[config.mk]
export PLATFORM = sky130hd
export DESIGN_NAME = uart_cmd_parser_flat
export DESIGN_NICKNAME = d
export VERILOG_FILES = /design/src/rtl/uart_pkg.sv /design/src/rtl/uart_cmd_parser_if.sv /design/src/rtl/uart_frame_timeout.sv /design/src/rtl/uart_cmd_parser.sv /design/src/flat_wrapper.sv
export SDC_FILE = /design/constraint.sdc
export NUM_CORES = 1
export LEC_CHECK = 0
export ABC_AREA = 1
export CORE_UTILIZATION = 30
export CTS_BUF_LIST = sky130_fd_sc_hd__clkbuf_16
export CTS_CLUSTER_SIZE = 10
export DETAILED_ROUTE_END_ITERATION = 6
export SETUP_SLACK_MARGIN = 0.2
export SYNTH_ARGS = -nofsm -noshare
export SYNTH_HDL_FRONTEND = slang
export SYNTH_HIERARCHICAL = 1
export SYNTH_SLANG_ARGS = --single-unit
[constraint.sdc]
create_clock -name clk -period 7 [get_ports clk]
set_input_delay 1.4 -clock clk [delete_from_list [all_inputs] [get_ports clk]]
set_output_delay 1.4 -clock clk [all_outputs]
set_load 0.01 [all_outputs]
[src/rtl/uart_pkg.sv]
// Shared definitions for the UART command framing blocks: FSM states, header fields, error causes.
package uart_pkg;

    localparam logic [7:0]  SYNC_BYTE_DEFAULT = 8'hA5;
    localparam int unsigned RW_BIT            = 7;
    localparam int unsigned ADDR_MSB          = 6;
    localparam int unsigned ADDR_W            = ADDR_MSB + 1;

    typedef enum logic [2:0] {
        ST_IDLE,
        ST_HDR,
        ST_DATA,
        ST_CSUM,
        ST_ISSUE
    } state_e;

    typedef enum logic [1:0] {
        ERR_NONE,
        ERR_CSUM,
        ERR_TIMEOUT
    } err_cause_e;

endpackage

[src/rtl/uart_cmd_parser_if.sv]
// Byte-stream input and register-bus output of the command parser.
interface uart_cmd_parser_if #(
    parameter int unsigned DATA_BYTES = 4
);
    import uart_pkg::*;

    localparam int unsigned DATA_W = 8 * DATA_BYTES;

    logic [7:0]        uart_rx_tdata;
    logic              uart_rx_tvalid;
    logic              uart_rx_tready;
    logic              reg_wr_en;
    logic              reg_rd_en;
    logic [ADDR_W-1:0] reg_addr;
    logic [DATA_W-1:0] reg_wr_data;
    logic              frame_err;
    logic [7:0]        err_count;

    // Byte source / register-file side.
    modport master (
        output uart_rx_tdata, uart_rx_tvalid,
        input  uart_rx_tready, reg_wr_en, reg_rd_en, reg_addr, reg_wr_data,
        input  frame_err, err_count
    );

    // Parser side.
    modport slave (
        input  uart_rx_tdata, uart_rx_tvalid,
        output uart_rx_tready, reg_wr_en, reg_rd_en, reg_addr, reg_wr_data,
        output frame_err, err_count
    );

endinterface

[src/rtl/uart_frame_timeout.sv]
// Inter-byte timeout counter; expired is high while the count sits at TIMEOUT_CYCLES-1.
module uart_frame_timeout #(
    parameter int unsigned TIMEOUT_CYCLES = 217000
) (
    input  logic clk,
    input  logic rst,
    input  logic clear,
    input  logic run,
    output logic expired
);

    localparam int unsigned       CNT_W = $clog2(TIMEOUT_CYCLES);
    localparam logic [CNT_W-1:0]  LAST  = CNT_W'(TIMEOUT_CYCLES - 1);

    logic [CNT_W-1:0] cnt_q;
    logic [CNT_W-1:0] cnt_nxt;

    always_comb begin
        cnt_nxt = cnt_q;
        if (clear) begin
            cnt_nxt = '0;
        end else if (run && (cnt_q != LAST)) begin
            cnt_nxt = cnt_q + CNT_W'(1);
        end
    end

    // expired is registered alongside the count so it always equals (cnt_q == LAST).
    always_ff @(posedge clk or posedge rst) begin
        if (rst) begin
            cnt_q   <= '0;
            expired <= 1'b0;
        end else begin
            cnt_q   <= cnt_nxt;
            expired <= (cnt_nxt == LAST);
        end
    end

endmodule

[src/rtl/uart_cmd_parser.sv]
// Frame controller: hunts for SYNC, collects header/payload/checksum, issues one register strobe per good frame.
module uart_cmd_parser
    import uart_pkg::*;
#(
    parameter int unsigned DATA_BYTES     = 4,
    parameter int unsigned TIMEOUT_CYCLES = 217000,
    parameter logic [7:0]  SYNC_BYTE      = SYNC_BYTE_DEFAULT
) (
    input logic              clk,
    input logic              rst,
    uart_cmd_parser_if.slave bus
);

    localparam int unsigned DATA_W = 8 * DATA_BYTES;
    localparam int unsigned IDX_W  = $clog2(DATA_BYTES + 1);

    state_e            state_q;
    state_e            state_nxt;
    err_cause_e        err_cause_c;

    logic              rw_q;
    logic [ADDR_W-1:0] addr_q;
    logic [7:0]        csum_q;
    logic [IDX_W-1:0]  idx_q;
    logic [DATA_W-1:0] data_q;

    logic              tready_q;
    logic              wr_en_q;
    logic              rd_en_q;
    logic [ADDR_W-1:0] reg_addr_q;
    logic [DATA_W-1:0] reg_wr_data_q;
    logic              frame_err_q;
    logic [7:0]        err_count_q;

    logic              wr_nxt;
    logic              rd_nxt;
    logic              accept_c;
    logic [7:0]        byte_c;
    logic              to_clear_c;
    logic              to_run_c;
    logic              to_expired;

    assign accept_c = bus.uart_rx_tvalid & tready_q;
    assign byte_c   = bus.uart_rx_tdata;

    // The counter only runs while a frame is open and the link is quiet.
    assign to_clear_c = accept_c | (state_q == ST_IDLE);
    assign to_run_c   = ~accept_c & ((state_q == ST_HDR) | (state_q == ST_DATA) | (state_q == ST_CSUM));

    uart_frame_timeout #(
        .TIMEOUT_CYCLES (TIMEOUT_CYCLES)
    ) u_timeout (
        .clk     (clk),
        .rst     (rst),
        .clear   (to_clear_c),
        .run     (to_run_c),
        .expired (to_expired)
    );

    always_ff @(posedge clk or posedge rst) begin
        if (rst) begin
            state_q <= ST_IDLE;
        end else begin
            state_q <= state_nxt;
        end
    end

    // An accepted byte always takes priority over an expiring timeout.
    always_comb begin
        state_nxt   = state_q;
        err_cause_c = ERR_NONE;
        wr_nxt      = 1'b0;
        rd_nxt      = 1'b0;
        case (state_q)
            ST_IDLE: begin
                if (accept_c && (byte_c == SYNC_BYTE)) begin
                    state_nxt = ST_HDR;
                end
            end
            ST_HDR: begin
                if (accept_c) begin
                    state_nxt = byte_c[RW_BIT] ? ST_DATA : ST_CSUM;
                end else if (to_expired) begin
                    state_nxt   = ST_IDLE;
                    err_cause_c = ERR_TIMEOUT;
                end
            end
            ST_DATA: begin
                if (accept_c) begin
                    if (idx_q == IDX_W'(DATA_BYTES - 1)) begin
                        state_nxt = ST_CSUM;
                    end
                end else if (to_expired) begin
                    state_nxt   = ST_IDLE;
                    err_cause_c = ERR_TIMEOUT;
                end
            end
            ST_CSUM: begin
                if (accept_c) begin
                    if (byte_c == csum_q) begin
                        state_nxt = ST_ISSUE;
                        wr_nxt    = rw_q;
                        rd_nxt    = ~rw_q;
                    end else begin
                        state_nxt   = ST_IDLE;
                        err_cause_c = ERR_CSUM;
                    end
                end else if (to_expired) begin
                    state_nxt   = ST_IDLE;
                    err_cause_c = ERR_TIMEOUT;
                end
            end
            ST_ISSUE: begin
                state_nxt = ST_IDLE;
            end
            default: begin
                state_nxt = ST_IDLE;
            end
        endcase
    end

    // Frame datapath: header fields, running checksum, payload shift register.
    always_ff @(posedge clk or posedge rst) begin
        if (rst) begin
            rw_q   <= 1'b0;
            addr_q <= '0;
            csum_q <= '0;
            idx_q  <= '0;
            data_q <= '0;
        end else if (accept_c) begin
            if (state_q == ST_HDR) begin
                rw_q   <= byte_c[RW_BIT];
                addr_q <= byte_c[ADDR_MSB:0];
                csum_q <= byte_c;
                idx_q  <= '0;
            end else if (state_q == ST_DATA) begin
                data_q <= (data_q << 8) | DATA_W'(byte_c);
                csum_q <= csum_q ^ byte_c;
                idx_q  <= idx_q + IDX_W'(1);
            end
        end
    end

    // Registered outputs; reg_addr/reg_wr_data only change on entry to ISSUE.
    always_ff @(posedge clk or posedge rst) begin
        if (rst) begin
            tready_q      <= 1'b1;
            wr_en_q       <= 1'b0;
            rd_en_q       <= 1'b0;
            reg_addr_q    <= '0;
            reg_wr_data_q <= '0;
            frame_err_q   <= 1'b0;
            err_count_q   <= '0;
        end else begin
            tready_q    <= (state_nxt != ST_ISSUE);
            wr_en_q     <= wr_nxt;
            rd_en_q     <= rd_nxt;
            frame_err_q <= (err_cause_c != ERR_NONE);
            if ((err_cause_c != ERR_NONE) && (err_count_q != 8'hFF)) begin
                err_count_q <= err_count_q + 8'd1;
            end
            if (wr_nxt || rd_nxt) begin
                reg_addr_q <= addr_q;
            end
            if (wr_nxt) begin
                reg_wr_data_q <= data_q;
            end
        end
    end

    assign bus.uart_rx_tready = tready_q;
    assign bus.reg_wr_en      = wr_en_q;
    assign bus.reg_rd_en      = rd_en_q;
    assign bus.reg_addr       = reg_addr_q;
    assign bus.reg_wr_data    = reg_wr_data_q;
    assign bus.frame_err      = frame_err_q;
    assign bus.err_count      = err_count_q;

endmodule

[src/flat_wrapper.sv]
// flat-port wrapper written by rule: the top's interface ports become plain ports
module uart_cmd_parser_flat import uart_pkg::*;
#(
    parameter int unsigned DATA_BYTES     = 4,
    parameter int unsigned TIMEOUT_CYCLES = 217000,
    parameter logic [7:0]  SYNC_BYTE      = SYNC_BYTE_DEFAULT
)
  (clk, rst, bus_uart_rx_tdata, bus_uart_rx_tvalid, bus_uart_rx_tready, bus_reg_wr_en, bus_reg_rd_en, bus_reg_addr, bus_reg_wr_data, bus_frame_err, bus_err_count);
  uart_cmd_parser_if #(.DATA_BYTES(DATA_BYTES)) bus_i ();
  input logic clk;
  input logic rst;
  input wire logic [$bits(bus_i.uart_rx_tdata)-1:0] bus_uart_rx_tdata;
  input wire logic [$bits(bus_i.uart_rx_tvalid)-1:0] bus_uart_rx_tvalid;
  output wire logic [$bits(bus_i.uart_rx_tready)-1:0] bus_uart_rx_tready;
  output wire logic [$bits(bus_i.reg_wr_en)-1:0] bus_reg_wr_en;
  output wire logic [$bits(bus_i.reg_rd_en)-1:0] bus_reg_rd_en;
  output wire logic [$bits(bus_i.reg_addr)-1:0] bus_reg_addr;
  output wire logic [$bits(bus_i.reg_wr_data)-1:0] bus_reg_wr_data;
  output wire logic [$bits(bus_i.frame_err)-1:0] bus_frame_err;
  output wire logic [$bits(bus_i.err_count)-1:0] bus_err_count;
  assign bus_i.uart_rx_tdata = bus_uart_rx_tdata;
  assign bus_i.uart_rx_tvalid = bus_uart_rx_tvalid;
  assign bus_uart_rx_tready = bus_i.uart_rx_tready;
  assign bus_reg_wr_en = bus_i.reg_wr_en;
  assign bus_reg_rd_en = bus_i.reg_rd_en;
  assign bus_reg_addr = bus_i.reg_addr;
  assign bus_reg_wr_data = bus_i.reg_wr_data;
  assign bus_frame_err = bus_i.frame_err;
  assign bus_err_count = bus_i.err_count;
  uart_cmd_parser #(.DATA_BYTES(DATA_BYTES), .TIMEOUT_CYCLES(TIMEOUT_CYCLES), .SYNC_BYTE(SYNC_BYTE)) u_core (.clk(clk), .rst(rst), .bus(bus_i));
endmodule
# [Word-level counts from Yosys, hierarchy flattened]
# Index checks and enable logic that the tools add are counted.
[totals] romBits=0 n_memories=0 ramBits=0 wordCells=75 input_bits=11 latch_bits=0 register_bits=124
[classes] reduce_logical=11 add_sub_neg=3 div_mod_pow=0 bitwise=10 n_mux=26 eq_ne=10 n_lt_le_gt_ge=0 multipliers=0 n_shift=0
[op_table] operator="2-to-1 mux 18 bit" n=2
[op_table] operator="OR 32 x 8 -> 32 bit" n=1
[op_table] operator="2-to-1 mux 3 bit" n=9
[op_table] operator="adder 18 x 1 -> 18 bit, second input constant" n=1
[op_table] operator="equality test 18 bit, second input constant" n=1
[op_table] operator="!= test 18 bit, second input constant" n=1
[op_table] operator="2-to-1 mux 8 bit" n=2
[op_table] operator="one-hot mux 3 bit (4 select lines)" n=1
[op_table] operator="equality test 3 x 2 -> 1 bit, second input constant" n=3
[op_table] operator="adder 8 x 1 -> 8 bit, second input constant" n=1
[op_table] operator="equality test 8 bit" n=1
[op_table] operator="equality test 8 bit, second input constant" n=1
[op_table] operator="2-to-1 mux 1 bit" n=8
[op_table] operator="!= test 8 bit, second input constant" n=1
[op_table] operator="bitwise XOR 8 bit" n=1
[op_table] operator="2-to-1 mux 2 bit" n=3
[op_table] operator="one-hot mux 2 bit (2 select lines)" n=1
[op_table] operator="AND reduction 2 bit" n=2
[op_table] operator="nonzero test 2 bit" n=2
[op_table] operator="adder 3 x 1 -> 3 bit, second input constant" n=1
[op_table] operator="equality test 3 x 1 -> 1 bit, second input constant" n=1
[op_table] operator="logical AND 1 bit" n=3
[op_table] operator="zero test 3 bit" n=1
[op_table] operator="!= test 3 bit, second input constant" n=1
[op_table] operator="other kinds (6)" n=11

# [Longest topological paths before layout]
[depth] depth_word=8 mapped_depth=15 ltp_nobuf=15

# [Modules after synthesis]
# Netlist, hierarchy kept.
[by_module_without_submodules] mod="uart_cmd_parser" cells_each=532 n_inst=1 area_per_inst_um2=4773.3
[by_module_without_submodules] mod="uart_frame_timeout" cells_each=173 n_inst=1 area_per_inst_um2=1228.7

# [Least setup slack after synthesis]
# No wires, ideal clock.
[synth_timing] path_kind="input-to-reg" startpoint="input bus_uart_rx_tvalid" endpoint="register u_core.u_timeout.expired" t_arrival_ns=2.854 path_slack_ns=4.074 setup_time_ns=0.072 cell_stages=13 cell_sequence="nand2_2 > nand2_1 > nor2_1 > inv_2 > nor2_4 > nand2_4 > nor2_8 > nand3_1 > xor2_1 > nand2_1 > nor2_1 > nand2_1 > nor2_1"
[synth_via] elab_chain_cells=7
[synth_lines] element="from (decl)" line="flat_wrapper.sv:13" source="input wire logic [$bits(bus_i.uart_rx_tvalid)-1:0] bus_uart_rx_tvalid;"
[synth_lines] element="bitwise AND 1 bit" line="uart_cmd_parser.sv:43" source="assign accept_c = bus.uart_rx_tvalid & tready_q;"
[synth_lines] element="inverter 1 bit" line="uart_cmd_parser.sv:48" source="assign to_run_c = ~accept_c & ((state_q == ST_HDR) | (state_q == ST_DATA) | (state_q == ST_CSUM));"
[synth_lines] element="bitwise AND 1 bit" line="uart_cmd_parser.sv:48"
[synth_lines] element="net u_core.to_run_c" line="uart_cmd_parser.sv:40" source="logic to_run_c;"
[synth_lines] element="logical AND 1 bit" line="uart_frame_timeout.sv:22" source="end else if (run && (cnt_q != LAST)) begin"
[synth_lines] element="2-to-1 mux 18 bit" line="uart_frame_timeout.sv:22"
[synth_lines] element="2-to-1 mux 18 bit" line="uart_frame_timeout.sv:20" source="if (clear) begin"
[synth_lines] element="equality test 18 bit" line="uart_frame_timeout.sv:34" source="expired <= (cnt_nxt == LAST);"
[synth_lines] element="to (signal assigned)" line="uart_frame_timeout.sv:34"
[synth_lines] element="to (decl)" line="uart_frame_timeout.sv:9" source="output logic expired"
# The timed path passes the listed nets, and every way through them passes these cells.
# A chain may end at the register's enable or synchronous reset.

# [Final worst setup path]
[layout_timing] startpoint="input bus_uart_rx_tvalid" endpoint="register u_core.csum_q[1]"
[layout_via] elab_chain_cells=2
[layout_lines] element="bitwise AND 1 bit" line="uart_cmd_parser.sv:43"
[layout_lines] element="AND reduction 2 bit (no source line)"
[layout_lines] element="to (signal assigned)" line="uart_cmd_parser.sv:134" source="csum_q <= byte_c;"
[layout_lines] element="to (signal assigned)" line="uart_cmd_parser.sv:138" source="csum_q <= csum_q ^ byte_c;"
[layout_lines] element="to (decl)" line="uart_cmd_parser.sv:23" source="logic [7:0] csum_q;"
# No other way between the ends.

==> flow_summary.json <==
{
  "status": "finished clean",
  "hold_end": "u_core/bus.reg_rd_en$_DFF_PP0_",
  "final.min_clock_period_ns": 3.27,
  "drtIter0Drc": 346,
  "grt_use_total_pct": 13.3,
  "port_buffers": 61,
  "multi_input_area_um2": 2220,
  "vias_per_cell": 4.24,
  "crit_top_cell": "nand2_2",
  "synth_seq_area_share_pct": 51.7,
  "drive_gt1_share_pct": 20.6,
  "fin_skew_ns": 0.0100,
  "path_clk_slew_ns": 0.06,
  "postCtsResizedCells": 0,
  "cp.arrival_ns": 3.56,
  "grt_max_degree": 65,
  "r2r-end": "u_core/csum_q[1]$_DFFE_PP0P_",
  "n_fill_cell": 2010,
  "io_pins": 62,
  "drcViolationCount": 0,
  "cts_buffer_depth": 2,
  "crit_cells": 9,
  "worstPathCellList": "clkdlybuf4s50_1, nand2_2, inv_1, nand2_2, inv_2, nor2_4, inv_4, o211ai_1, o21ai_1",
  "hold_class": "register to register",
  "peakVddDrop_mv": 0.153,
  "min_from": "u_core/rw_q$_DFFE_PP0P_",
  "ys_ff_latch": 124,
  "synth_nets": 720,
  "die_x_um": 143,
  "drt-total-wl_um": 12400,
  "cp_max_fo": 46,
  "dp_hpwl_um": 8260,
  "crit_buf_inv": 4,
  "cts-buffers-inserted": 17,
  "finalHoldViolations": 0,
  "endpoint_kind": "register",
  "cts_hold_buf": 0,
  "syn2layout_area_growth_pct": 23.6,
  "diodes": 0,
  "slew-limit-headroom_pct": 32.1,
  "synth_edf_count": 0,
  "period_share_pct": 46.7,
  "vias": 4435,
  "final_nets": 784,
  "worstReg2RegStart": "u_core/bus.uart_rx_tready$_DFF_PP1_",
  "dr.pass1.iters": 4,
  "cap_violations": 0,
  "num_rows": 51,
  "power_density_nw_per_um2": 273,
  "gp_congestion": 0.792,
  "clkSinkCount": 124,
  "setup_viol": 0,
  "reg2reg_depth": 8,
  "crit_slowest_cell": "nand2_2",
  "root_buffer": "clkbuf_16",
  "rsz0062_at_grt": "no",
  "required_ns": 7.29,
  "syn_avg_cell_area_um2": 8.51,
  "grt_pass1_vias": 4359,
  "synth_flop_cell": "dfrtp_1",
  "htreeDepth": 4,
  "timing.final.max_slew_violations": 0,
  "coreArea_um2": 19500,
  "leakage_uw": 0.00358,
  "power.total_uw": 2020,
  "routedWlPerCell_um": 11.8,
  "die_area_um2": 20600,
  "cp-start-kind": "input pin",
  "start_util_pct": 30.7,
  "fin_setup_tns_ns": 0,
  "synth_cells": 705,
  "cts_tree": "built",
  "cts_setup_buffers": 0,
  "path_delay_family": "buffers and inverters",
  "yosysWarningCount": 6,
  "tightest_slew_ns": 1.02,
  "synthesis.area_um2": 6000,
  "grt_first_pass_wirelength_um": 21300,
  "async_reset_ff_share_pct": 100,
  "seq_area_um2": 3100,
  "antenna_found_initial": 0,
  "fmax_mhz": 306,
  "detail-route-antenna-nets": 0,
  "overflow": 0,
  "netlist-cell-type-count": 37,
  "die_h_um": 143,
  "holdPathStages": 1,
  "cpPeakStageDelay_ns": 0.55,
  "r2r_slack_ns": 4.73,
  "clk_latency_ns": 0.41,
  "crit_type": "input pin to register"
}
## worst max path at each step
| stage | from | to | slack [ns] |
|---|---|---|---|
| after floorplan | rst | u_core/addr_q[0]$_DFFE_PP0P_ | 2.84 |
| after global placement | bus_uart_rx_tvalid | u_core/csum_q[5]$_DFFE_PP0P_ | 3.30 |
| after detailed placement | bus_uart_rx_tvalid | u_core/csum_q[5]$_DFFE_PP0P_ | 3.27 |
| after CTS | bus_uart_rx_tvalid | u_core/csum_q[1]$_DFFE_PP0P_ | 3.71 |
| after global routing | bus_uart_rx_tvalid | u_core/csum_q[0]$_DFFE_PP0P_ | 3.47 |
| final | bus_uart_rx_tvalid | u_core/csum_q[1]$_DFFE_PP0P_ | 3.73 |
## through the flow
step / cells / hold WS [ns] / setup WS (ns) / util [%] / cell area, um^2
floorplan: 705 / 0.402 / 2.84 / - / 6000
global placement: 1015 / 0.420 / 3.30 / 35.0 / 6830
detailed placement: 1015 / 0.430 / 3.27 / 35.0 / 6830
CTS: 1047 / 0.447 / 3.71 / 38.0 / 7420
global route: 1047 / 0.482 / 3.47 / 38.0 / 7420
finish: 1047 / 0.444 / 3.73 / 38.0 / 7420
## cells by family after synthesis
logic type / synth area share (%)
AO/OA/AOI/OAI: 11.3
AND/OR/NAND/NOR: 23.8
buffers and inverters: 11.3
adder cells (fa/ha/maj): 0.834
flip-flops: 51.7
XOR/XNOR: 1.02
## sequential cells by signal, summed over array words and instances (netlist names)
signal	count
u_core/bus.err_count	8
u_core/bus.reg_addr	7
u_core/u_timeout/cnt_q	18
u_core/u_timeout/expired	1
u_core/csum_q	8
u_core/bus.reg_wr_en	1
u_core/data_q	32
u_core/bus.reg_wr_data	32
u_core/rw_q	1
u_core/state_q	3
u_core/bus.reg_rd_en	1
u_core/idx_q	3
u_core/bus.frame_err	1
u_core/addr_q	7
u_core/bus.uart_rx_tready	1
## where the power goes
part | internal [uW] | leakage (uW) | total, uW | switching, uW
clock network | 530 | 0.000276 | 872 | 342
logic | 80.1 | 0.00185 | 218 | 138
registers | 838 | 0.00146 | 933 | 95.0
## final cells by class
type	instances	share of cell area [%]
inverter	146	7.46
multi-input combinational	418	29.9
clock buffer	17	5.74
tap	265	4.47
clock inverter	15	2.23
sequential	124	41.9
timing repair buffer	62	8.33
## layer usage
metal  wire length, um  vias up  global-route usage, %  share of wire [%]
met2              5410       75                   19.4                 44
met5                 0        -                      0                  0
met1              6310     2058                   18.7                 51
met3               551        5                   3.70                4.5
li1                  -     2297                      -                  -
met4                80        0                   5.04               0.65
## synth_stat cells (6+ instances only)
cell	n	area share [%]
inv_1	109	6.8
nand2_1	162	10
nand3_1	31	2.6
o21ai_2	32	4.7
nor2_4	6	1.1
o21ai_1	16	1.3
o21ai_0	39	3.3
o211ai_1	8	1.0
nor2_1	40	2.5
nand2_2	36	3.8
buf_6	8	1.5
inv_2	36	2.3
dfrtp_1	123	51
## layout by cell type (no fill, tap or decap), drive strengths merged
cell / count
nand4: 5
clkinv: 2
buf: 1
xnor2: 3
nand3b: 2
inv: 152
nor4: 2
nor3: 5
or2: 2
o211ai: 8
clkdlybuf4s50: 61
o31ai: 1
o21ai: 87
nand2: 200
a21oi: 6
dfrtp: 123
xor2: 4
clkbuf: 17
dfstp: 1
a22o: 1
o22ai: 1
o21bai: 1
clkinvlp: 5
nand3: 35
nor2: 51
ha: 4
bufinv: 2
(Power assumes the default switching activity.)
